$ cat config.mk
export PLATFORM = sky130hd
export DESIGN_NAME = regfile_seq_flat
export DESIGN_NICKNAME = d
export VERILOG_FILES = /design/src/rtl/regfile_seq_pkg.sv /design/src/rtl/regfile_seq_if.sv /design/src/rtl/regfile_seq_shift.sv /design/src/rtl/regfile_seq.sv /design/src/flat_wrapper.sv
export SDC_FILE = /design/constraint.sdc
export NUM_CORES = 1
export LEC_CHECK = 0
export CORE_UTILIZATION = 44
export CTS_CLUSTER_SIZE = 8
export DETAILED_ROUTE_END_ITERATION = 10
export MAX_ROUTING_LAYER = met4
export PLACE_DENSITY_LB_ADDON = 0.3
export SETUP_SLACK_MARGIN = 0.5
export SLEW_MARGIN = 25
export SYNTH_ARGS = -nofsm -noshare
export SYNTH_HDL_FRONTEND = slang
export SYNTH_SLANG_ARGS = --single-unit
export TNS_END_PERCENT = 30
$ cat constraint.sdc
create_clock -name clk -period 3 [get_ports clk]
set_clock_uncertainty 0.1 [all_clocks]
set_input_delay 0.6 -clock clk [delete_from_list [all_inputs] [get_ports clk]]
set_output_delay 0.6 -clock clk [all_outputs]
set_load 0.02 [all_outputs]
$ cat src/rtl/regfile_seq_pkg.sv
// Shared constants, state encoding and decode helpers for the regfile_seq
// micro-operation sequencer.
package regfile_seq_pkg;

  localparam int DATA_W = 8;
  localparam int ADDR_W = 3;

  localparam logic [2:0] OP_NOP  = 3'b000;
  localparam logic [2:0] OP_LDI  = 3'b001;
  localparam logic [2:0] OP_MOV  = 3'b010;
  localparam logic [2:0] OP_SWAP = 3'b011;
  localparam logic [2:0] OP_SHL  = 3'b100;
  localparam logic [2:0] OP_SHR  = 3'b101;
  localparam logic [2:0] OP_CLR  = 3'b110;
  localparam logic [2:0] OP_RD   = 3'b111;

  typedef enum logic [2:0] {
    ST_IDLE = 3'd0,
    ST_RD1  = 3'd1,
    ST_RD2  = 3'd2,
    ST_WR1  = 3'd3,
    ST_WR2  = 3'd4,
    ST_CLR  = 3'd5,
    ST_DONE = 3'd6
  } state_t;

  function automatic logic is_write_state(input state_t st);
    return (st == ST_WR1) || (st == ST_WR2) || (st == ST_CLR);
  endfunction

  function automatic state_t first_state(input logic [2:0] op);
    state_t st;
    case (op)
      OP_NOP:  st = ST_DONE;
      OP_LDI:  st = ST_WR1;
      OP_MOV:  st = ST_RD1;
      OP_SWAP: st = ST_RD1;
      OP_SHL:  st = ST_RD1;
      OP_SHR:  st = ST_RD1;
      OP_CLR:  st = ST_CLR;
      OP_RD:   st = ST_RD1;
      default: st = ST_DONE;
    endcase
    return st;
  endfunction

endpackage

$ cat src/rtl/regfile_seq_if.sv
// Command handshake plus register-file port bundle of the regfile_seq sequencer.
// slave = sequencer side, master = control unit / register-file environment.
interface regfile_seq_if;
  import regfile_seq_pkg::*;

  logic              start;
  logic [2:0]        op;
  logic [ADDR_W-1:0] src;
  logic [ADDR_W-1:0] dst;
  logic [DATA_W-1:0] imm;
  logic              busy;
  logic              done;
  logic [DATA_W-1:0] result;
  logic              rf_wr;
  logic [ADDR_W-1:0] rf_wr_addr;
  logic [DATA_W-1:0] rf_d_in;
  logic [ADDR_W-1:0] rf_rd_addr;
  logic [DATA_W-1:0] rf_d_out;

  modport slave (
    input  start, op, src, dst, imm, rf_d_out,
    output busy, done, result, rf_wr, rf_wr_addr, rf_d_in, rf_rd_addr
  );

  modport master (
    output start, op, src, dst, imm, rf_d_out,
    input  busy, done, result, rf_wr, rf_wr_addr, rf_d_in, rf_rd_addr
  );

endinterface

$ cat src/rtl/regfile_seq_shift.sv
// Combinational one-bit shifter for SHL/SHR. With REGFILE_SEQ_ROT_EN defined
// the vacated bit is filled by the bit shifted out (rotate), otherwise by zero.
module regfile_seq_shift
  import regfile_seq_pkg::*;
(
  input  logic [DATA_W-1:0] din,
  input  logic              dir_right,
  output logic [DATA_W-1:0] dout
);

  // Shift or rotate by one position in the selected direction
  always_comb begin
    dout = {DATA_W{1'b0}};
`ifdef REGFILE_SEQ_ROT_EN
    if (dir_right) begin
      dout = {din[0], din[DATA_W-1:1]};
    end else begin
      dout = {din[DATA_W-2:0], din[DATA_W-1]};
    end
`else
    if (dir_right) begin
      dout = {1'b0, din[DATA_W-1:1]};
    end else begin
      dout = {din[DATA_W-2:0], 1'b0};
    end
`endif
  end

endmodule

$ cat src/rtl/regfile_seq.sv
// Micro-operation sequencer driving an external 8x8 register file; all outputs
// are registered, decoded from the next state. Shift mode set by REGFILE_SEQ_ROT_EN.
module regfile_seq
  import regfile_seq_pkg::*;
(
  input  logic          clk,
  input  logic          reset,
  regfile_seq_if.slave  bus
);

  state_t            state_r, state_nx;
  logic [2:0]        op_r, op_nx;
  logic [ADDR_W-1:0] src_r, src_nx;
  logic [ADDR_W-1:0] dst_r, dst_nx;
  logic [DATA_W-1:0] imm_r, imm_nx;
  logic [DATA_W-1:0] t0_r, t0_nx;
  logic [DATA_W-1:0] t1_r, t1_nx;
  logic [2:0]        cnt_r, cnt_nx;

  logic              busy_r, busy_nx;
  logic              done_r, done_nx;
  logic [DATA_W-1:0] result_r, result_nx;
  logic              rf_wr_r, rf_wr_nx;
  logic [ADDR_W-1:0] rf_wr_addr_r, rf_wr_addr_nx;
  logic [DATA_W-1:0] rf_d_in_r, rf_d_in_nx;
  logic [ADDR_W-1:0] rf_rd_addr_r, rf_rd_addr_nx;

  logic [DATA_W-1:0] shift_s;
  logic [DATA_W-1:0] wr1_data_s;

  regfile_seq_shift u_shift (
    .din       (t0_nx),
    .dir_right (op_nx == OP_SHR),
    .dout      (shift_s)
  );

  // Next-state logic, command latching and temporary captures
  always_comb begin
    state_nx = state_r;
    op_nx    = op_r;
    src_nx   = src_r;
    dst_nx   = dst_r;
    imm_nx   = imm_r;
    t0_nx    = t0_r;
    t1_nx    = t1_r;
    cnt_nx   = cnt_r;
    case (state_r)
      ST_IDLE: begin
        if (bus.start) begin
          op_nx    = bus.op;
          src_nx   = bus.src;
          dst_nx   = bus.dst;
          imm_nx   = bus.imm;
          cnt_nx   = 3'd0;
          state_nx = first_state(bus.op);
        end else begin
          state_nx = ST_IDLE;
        end
      end
      ST_RD1: begin
        t0_nx = bus.rf_d_out;
        if (op_r == OP_RD) begin
          state_nx = ST_DONE;
        end else if (op_r == OP_SWAP) begin
          state_nx = ST_RD2;
        end else begin
          state_nx = ST_WR1;
        end
      end
      ST_RD2: begin
        t1_nx    = bus.rf_d_out;
        state_nx = ST_WR1;
      end
      ST_WR1: begin
        if (op_r == OP_SWAP) begin
          state_nx = ST_WR2;
        end else begin
          state_nx = ST_DONE;
        end
      end
      ST_WR2: state_nx = ST_DONE;
      ST_CLR: begin
        if (cnt_r == 3'd7) begin
          cnt_nx   = 3'd0;
          state_nx = ST_DONE;
        end else begin
          cnt_nx   = cnt_r + 3'd1;
          state_nx = ST_CLR;
        end
      end
      ST_DONE: state_nx = ST_IDLE;
      default: state_nx = ST_IDLE;
    endcase
  end

  // Data written in WR1, by opcode
  always_comb begin
    wr1_data_s = t0_nx;
    case (op_nx)
      OP_LDI:  wr1_data_s = imm_nx;
      OP_SHL:  wr1_data_s = shift_s;
      OP_SHR:  wr1_data_s = shift_s;
      default: wr1_data_s = t0_nx;
    endcase
  end

  // Output values for the state being entered, so outputs can be registered
  always_comb begin
    busy_nx       = (state_nx != ST_IDLE);
    done_nx       = (state_nx == ST_DONE);
    rf_wr_nx      = is_write_state(state_nx);
    rf_wr_addr_nx = {ADDR_W{1'b0}};
    rf_d_in_nx    = {DATA_W{1'b0}};
    rf_rd_addr_nx = src_nx;
    result_nx     = result_r;
    case (state_nx)
      ST_WR1: begin
        rf_wr_addr_nx = dst_nx;
        rf_d_in_nx    = wr1_data_s;
      end
      ST_WR2: begin
        rf_wr_addr_nx = src_nx;
        rf_d_in_nx    = t1_nx;
      end
      ST_CLR: begin
        rf_wr_addr_nx = cnt_nx;
        rf_d_in_nx    = {DATA_W{1'b0}};
      end
      ST_RD2: rf_rd_addr_nx = dst_nx;
      default: rf_rd_addr_nx = src_nx;
    endcase
    // SWAP reports the new dst, i.e. the old src value held in t0
    if (state_nx == ST_DONE) begin
      case (op_nx)
        OP_RD:   result_nx = t0_nx;
        OP_LDI:  result_nx = wr1_data_s;
        OP_MOV:  result_nx = wr1_data_s;
        OP_SHL:  result_nx = wr1_data_s;
        OP_SHR:  result_nx = wr1_data_s;
        OP_SWAP: result_nx = t0_nx;
        OP_CLR:  result_nx = {DATA_W{1'b0}};
        default: result_nx = result_r;
      endcase
    end else begin
      result_nx = result_r;
    end
  end

  // State, working registers and registered outputs
  always_ff @(posedge clk or negedge reset) begin
    if (!reset) begin
      state_r      <= ST_IDLE;
      op_r         <= 3'd0;
      src_r        <= {ADDR_W{1'b0}};
      dst_r        <= {ADDR_W{1'b0}};
      imm_r        <= {DATA_W{1'b0}};
      t0_r         <= {DATA_W{1'b0}};
      t1_r         <= {DATA_W{1'b0}};
      cnt_r        <= 3'd0;
      busy_r       <= 1'b0;
      done_r       <= 1'b0;
      result_r     <= {DATA_W{1'b0}};
      rf_wr_r      <= 1'b0;
      rf_wr_addr_r <= {ADDR_W{1'b0}};
      rf_d_in_r    <= {DATA_W{1'b0}};
      rf_rd_addr_r <= {ADDR_W{1'b0}};
    end else begin
      state_r      <= state_nx;
      op_r         <= op_nx;
      src_r        <= src_nx;
      dst_r        <= dst_nx;
      imm_r        <= imm_nx;
      t0_r         <= t0_nx;
      t1_r         <= t1_nx;
      cnt_r        <= cnt_nx;
      busy_r       <= busy_nx;
      done_r       <= done_nx;
      result_r     <= result_nx;
      rf_wr_r      <= rf_wr_nx;
      rf_wr_addr_r <= rf_wr_addr_nx;
      rf_d_in_r    <= rf_d_in_nx;
      rf_rd_addr_r <= rf_rd_addr_nx;
    end
  end

  assign bus.busy       = busy_r;
  assign bus.done       = done_r;
  assign bus.result     = result_r;
  assign bus.rf_wr      = rf_wr_r;
  assign bus.rf_wr_addr = rf_wr_addr_r;
  assign bus.rf_d_in    = rf_d_in_r;
  assign bus.rf_rd_addr = rf_rd_addr_r;

endmodule

$ cat src/flat_wrapper.sv
// flat-port wrapper written by rule: the top's interface ports become plain ports
module regfile_seq_flat import regfile_seq_pkg::*;
  (clk, reset, bus_start, bus_op, bus_src, bus_dst, bus_imm, bus_rf_d_out, bus_busy, bus_done, bus_result, bus_rf_wr, bus_rf_wr_addr, bus_rf_d_in, bus_rf_rd_addr);
  regfile_seq_if bus_i ();
  input  logic clk;
  input  logic reset;
  input wire logic [$bits(bus_i.start)-1:0] bus_start;
  input wire logic [$bits(bus_i.op)-1:0] bus_op;
  input wire logic [$bits(bus_i.src)-1:0] bus_src;
  input wire logic [$bits(bus_i.dst)-1:0] bus_dst;
  input wire logic [$bits(bus_i.imm)-1:0] bus_imm;
  input wire logic [$bits(bus_i.rf_d_out)-1:0] bus_rf_d_out;
  output wire logic [$bits(bus_i.busy)-1:0] bus_busy;
  output wire logic [$bits(bus_i.done)-1:0] bus_done;
  output wire logic [$bits(bus_i.result)-1:0] bus_result;
  output wire logic [$bits(bus_i.rf_wr)-1:0] bus_rf_wr;
  output wire logic [$bits(bus_i.rf_wr_addr)-1:0] bus_rf_wr_addr;
  output wire logic [$bits(bus_i.rf_d_in)-1:0] bus_rf_d_in;
  output wire logic [$bits(bus_i.rf_rd_addr)-1:0] bus_rf_rd_addr;
  assign bus_i.start = bus_start;
  assign bus_i.op = bus_op;
  assign bus_i.src = bus_src;
  assign bus_i.dst = bus_dst;
  assign bus_i.imm = bus_imm;
  assign bus_i.rf_d_out = bus_rf_d_out;
  assign bus_busy = bus_i.busy;
  assign bus_done = bus_i.done;
  assign bus_result = bus_i.result;
  assign bus_rf_wr = bus_i.rf_wr;
  assign bus_rf_wr_addr = bus_i.rf_wr_addr;
  assign bus_rf_d_in = bus_i.rf_d_in;
  assign bus_rf_rd_addr = bus_i.rf_rd_addr;
  regfile_seq u_core (.clk(clk), .reset(reset), .bus(bus_i));
endmodule
==> out/results.txt <==
Slew @ Worst Pin: 0.699 ns
Area Overhead vs Synth: 37.1%
final hold violations: 0
worst hold path class: in2async
layout cell share with drive strength beyond 1: 30.6%
post-DR wirelength/cell: 17.5 µm
crit path launch type: flip-flop
DRT Pass-1 Iters: 9
Inst Count DP: 419
Final Max Slew Viols: 0
Netlist Area Pre-Place: 0.00314 mm²
footprint of the multi-input gates: 0.00140 mm²
fraction of registers with async set/reset: 100%
CP peak stage delay: 0.49 ns
worst-path fanout max: 12
# setup viols final: 0
drc violations: 0
initial core utilization: 46.0%
routed via count: 2,498
clock transition at the registers of the reported paths: 0.07 ns
CP Cell Sequence: nor4b_4 > buf_4 > mux2i_1 > buf_4 > inv_6 > mux2_4 > a222oi_1 > buf_4 > o21ai_1
cell mode on critical path: buf_4
Crit Path Class: reg2reg
final hold slack: 0.203 ns
power per cell area: 1270 mW/mm²
FF+latch count, synth: 64
DRT iter0 DRCs: 261
first-pass GRT wire length: 12,800 µm
clock sinks: 64
Max-cap violations: 0
Worst EP arrival: 2.55 ns
Top FF cell, synth: dfrtp_1
Highest Clock Rate: 410 MHz
element type at the critical path end: flip-flop
antenna violations before repair: 0
IO Port Bufs: 52
outcome: finished clean
Mapped Cells: 258
Std-Cell Rows: 30
FF+latch area: 0.00161 mm²
CTS H-tree lvls: 3
Leak: 1.85 nW
Root Buffer: clkbuf_8
placer's final routability congestion estimate: 0.898
synth unique cells: 55
Max-slew headroom: 53.4%
Longest Clk Path Bufs: 2
unrepaired setup endpoints after global routing: true
Clock Latency Late Sink: 0.34 ns
CTS Buf Count: 9
routed vias/inst: 5.56
Final period util: 81.4%
post-route ant nets: 0
Tot GR Track Use: 23.7%
CP max stage cell: dfrtp_2
syn nets: 288
Die Ht: 86.5 µm
GRT overflow: 0
Yosys warning count: 0
sequential fraction of the synthesis area: 51.0%
antenna cell count: 0
VDD IR max: 0.561 mV
WP data required: 3.11 ns
vias in the first global route: 2,499
routed wire length: 7870 µm
Die Span X: 86.5 µm
TritonCTS clock tree: done
Non-Filler Instances: 449
largest net degree at the start of global routing: 37
EDFF count, synth: 0
Net count, final: 378
core region area: 0.00683 mm²
Ports: 53
fillcell total: 539
die area: 0.00748 mm²
hpwl dp: 5600 µm
syn_area_per_cell: 12.2 µm²
Placement Cell Area: 0.00388 mm²
Tmin final: 2.44 ns
Final Instance Area: 0.00430 mm²
Yosys cell counts (3+ instances only):
library cell   n  area [µm²]
o21ai_1        7        35.0
a21oi_1        7        35.0
nor2_1        11        41.3
dfrtp_1       64        1600
nand3_1        5        25.0
a222oi_1       6        60.1
o221ai_2       3        45.0
inv_1         17        63.8
nand4_1       17         106
mux2_2        26         293
mux2i_1       14         140
buf_6          4        45.0
inv_2          3        11.3
nand2b_1       5        31.3
nor3_1         3        15.0
mux2_1         5        56.3
o221ai_1       5        43.8
nand2_1        4        15.0
o21ai_0        5        25.0
cells in the final DEF (no fill, tap or decap), types with 4 or more instances in the layout:
master / n
a21oi_1: 7
a222oi_1: 6
buf_4: 32
clkbuf_8: 10
clkdlybuf4s50_1: 50
dfrtp_1: 61
inv_1: 17
mux2_1: 4
mux2_2: 24
mux2i_1: 13
nand2_1: 4
nand2b_1: 4
nand3_1: 5
nand4_1: 17
nor2_1: 11
o21ai_0: 5
o21ai_1: 6
o221ai_1: 5
sequential cells by signal, indices dropped and copies added (netlist names):
register / flops
u_core.t0_r: 8
u_core.op_r: 3
u_core.bus.rf_wr: 1
u_core.state_r: 3
u_core.bus.rf_wr_addr: 3
u_core.dst_r: 3
u_core.bus.rf_d_in: 8
u_core.bus.done: 1
u_core.imm_r: 8
u_core.bus.result: 8
u_core.bus.busy: 1
u_core.src_r: 3
u_core.bus.rf_rd_addr: 3
u_core.t1_r: 8
u_core.cnt_r: 3
timing repair:
item / 4_1_cts / 5_1_grt
cloned: 0 / 0
pin swaps: 4 / 7
buffers inserted: 9 / 5
resized for setup: 5 / 13
hold buffers: 0 / 0
setup endpoints to repair: 17 / 17
hold endpoints to repair: 0 / 0
cell families after synthesis:
kind of cell / after synthesis / share of synthesized area (%)
compound gates: 47 / 11.7
simple gates: 66 / 14.6
mux: 46 / 16.0
buf+inv: 32 / 5.62
flops: 64 / 51.0
xor+xnor: 1 / 0.279
fa+ha+maj: 2 / 0.797
layer usage:
| layer | vias up | global-route usage, % | routed length [µm] | part of all wire [%] |
|---|---|---|---|---|
| met2 | 95 | 34.1 | 3570 | 45 |
| li1 | 1154 | - | - | - |
| met3 | 11 | 4.95 | 461 | 5.9 |
| met1 | 1238 | 34.0 | 3750 | 48 |
| met4 | 0 | 6.52 | 89 | 1.1 |
| met5 | - | - | 0 | 0 |
metrics by stage:
step / util [%] / setup slack [ns] / TNS [ns] / total power [W]
after floorplan: - / 0.521 / 0 / 0.00331
after global placement: 56.8 / 0.00432 / 0 / 0.00418
after detailed placement: 56.8 / -0.151 / -0.809 / 0.00425
after CTS: 61.8 / 0.464 / 0 / 0.00529
after global routing: 63.0 / 0.463 / 0 / 0.00580
final: 63.0 / 0.559 / 0 / 0.00546
power breakdown:
part	internal, W	switching (W)	leakage (nW)
combinational	0.00144	0.00162	0.940
clock	0.000575	0.000342	0.124
sequential	0.00126	0.000223	0.783
worst max-delay path, delay by kind of cell (launching register included):
family | cells | cell delay, ns
compound gates | 2 | 0.36
buf+inv | 4 | 0.60
flops | 1 | 0.49
simple gates | 1 | 0.26
mux | 2 | 0.49
area by class of cell:
cell class | instances | share of cell area [%]
Clock inverter | 5 | 2.41
Sequential cell | 64 | 37.3
Timing Repair Buffer | 90 | 19.8
Multi-Input combinational cell | 162 | 32.5
Clock buffer | 11 | 3.28
Tap cell | 96 | 2.79
Inverter | 21 | 1.95
final timing paths:
path	slack (ns)	startpoint	cells past startpoint	end
setup / recovery	0.56	u_core.state_r[1]	9	u_core.bus.rf_d_in[1]
max in group asynchronous	1.96	reset	2	u_core.state_r[2]
hold / removal	0.20	reset	1	u_core.src_r[0]
min in group clk	0.40	u_core.t1_r[1]	1	u_core.t1_r[1]
setup reg to reg	0.56	u_core.state_r[1]	9	u_core.bus.rf_d_in[1]
hold reg to reg	0.40	u_core.t1_r[1]	1	u_core.t1_r[1]
Note: power is estimated with default switching activity, not from simulation.
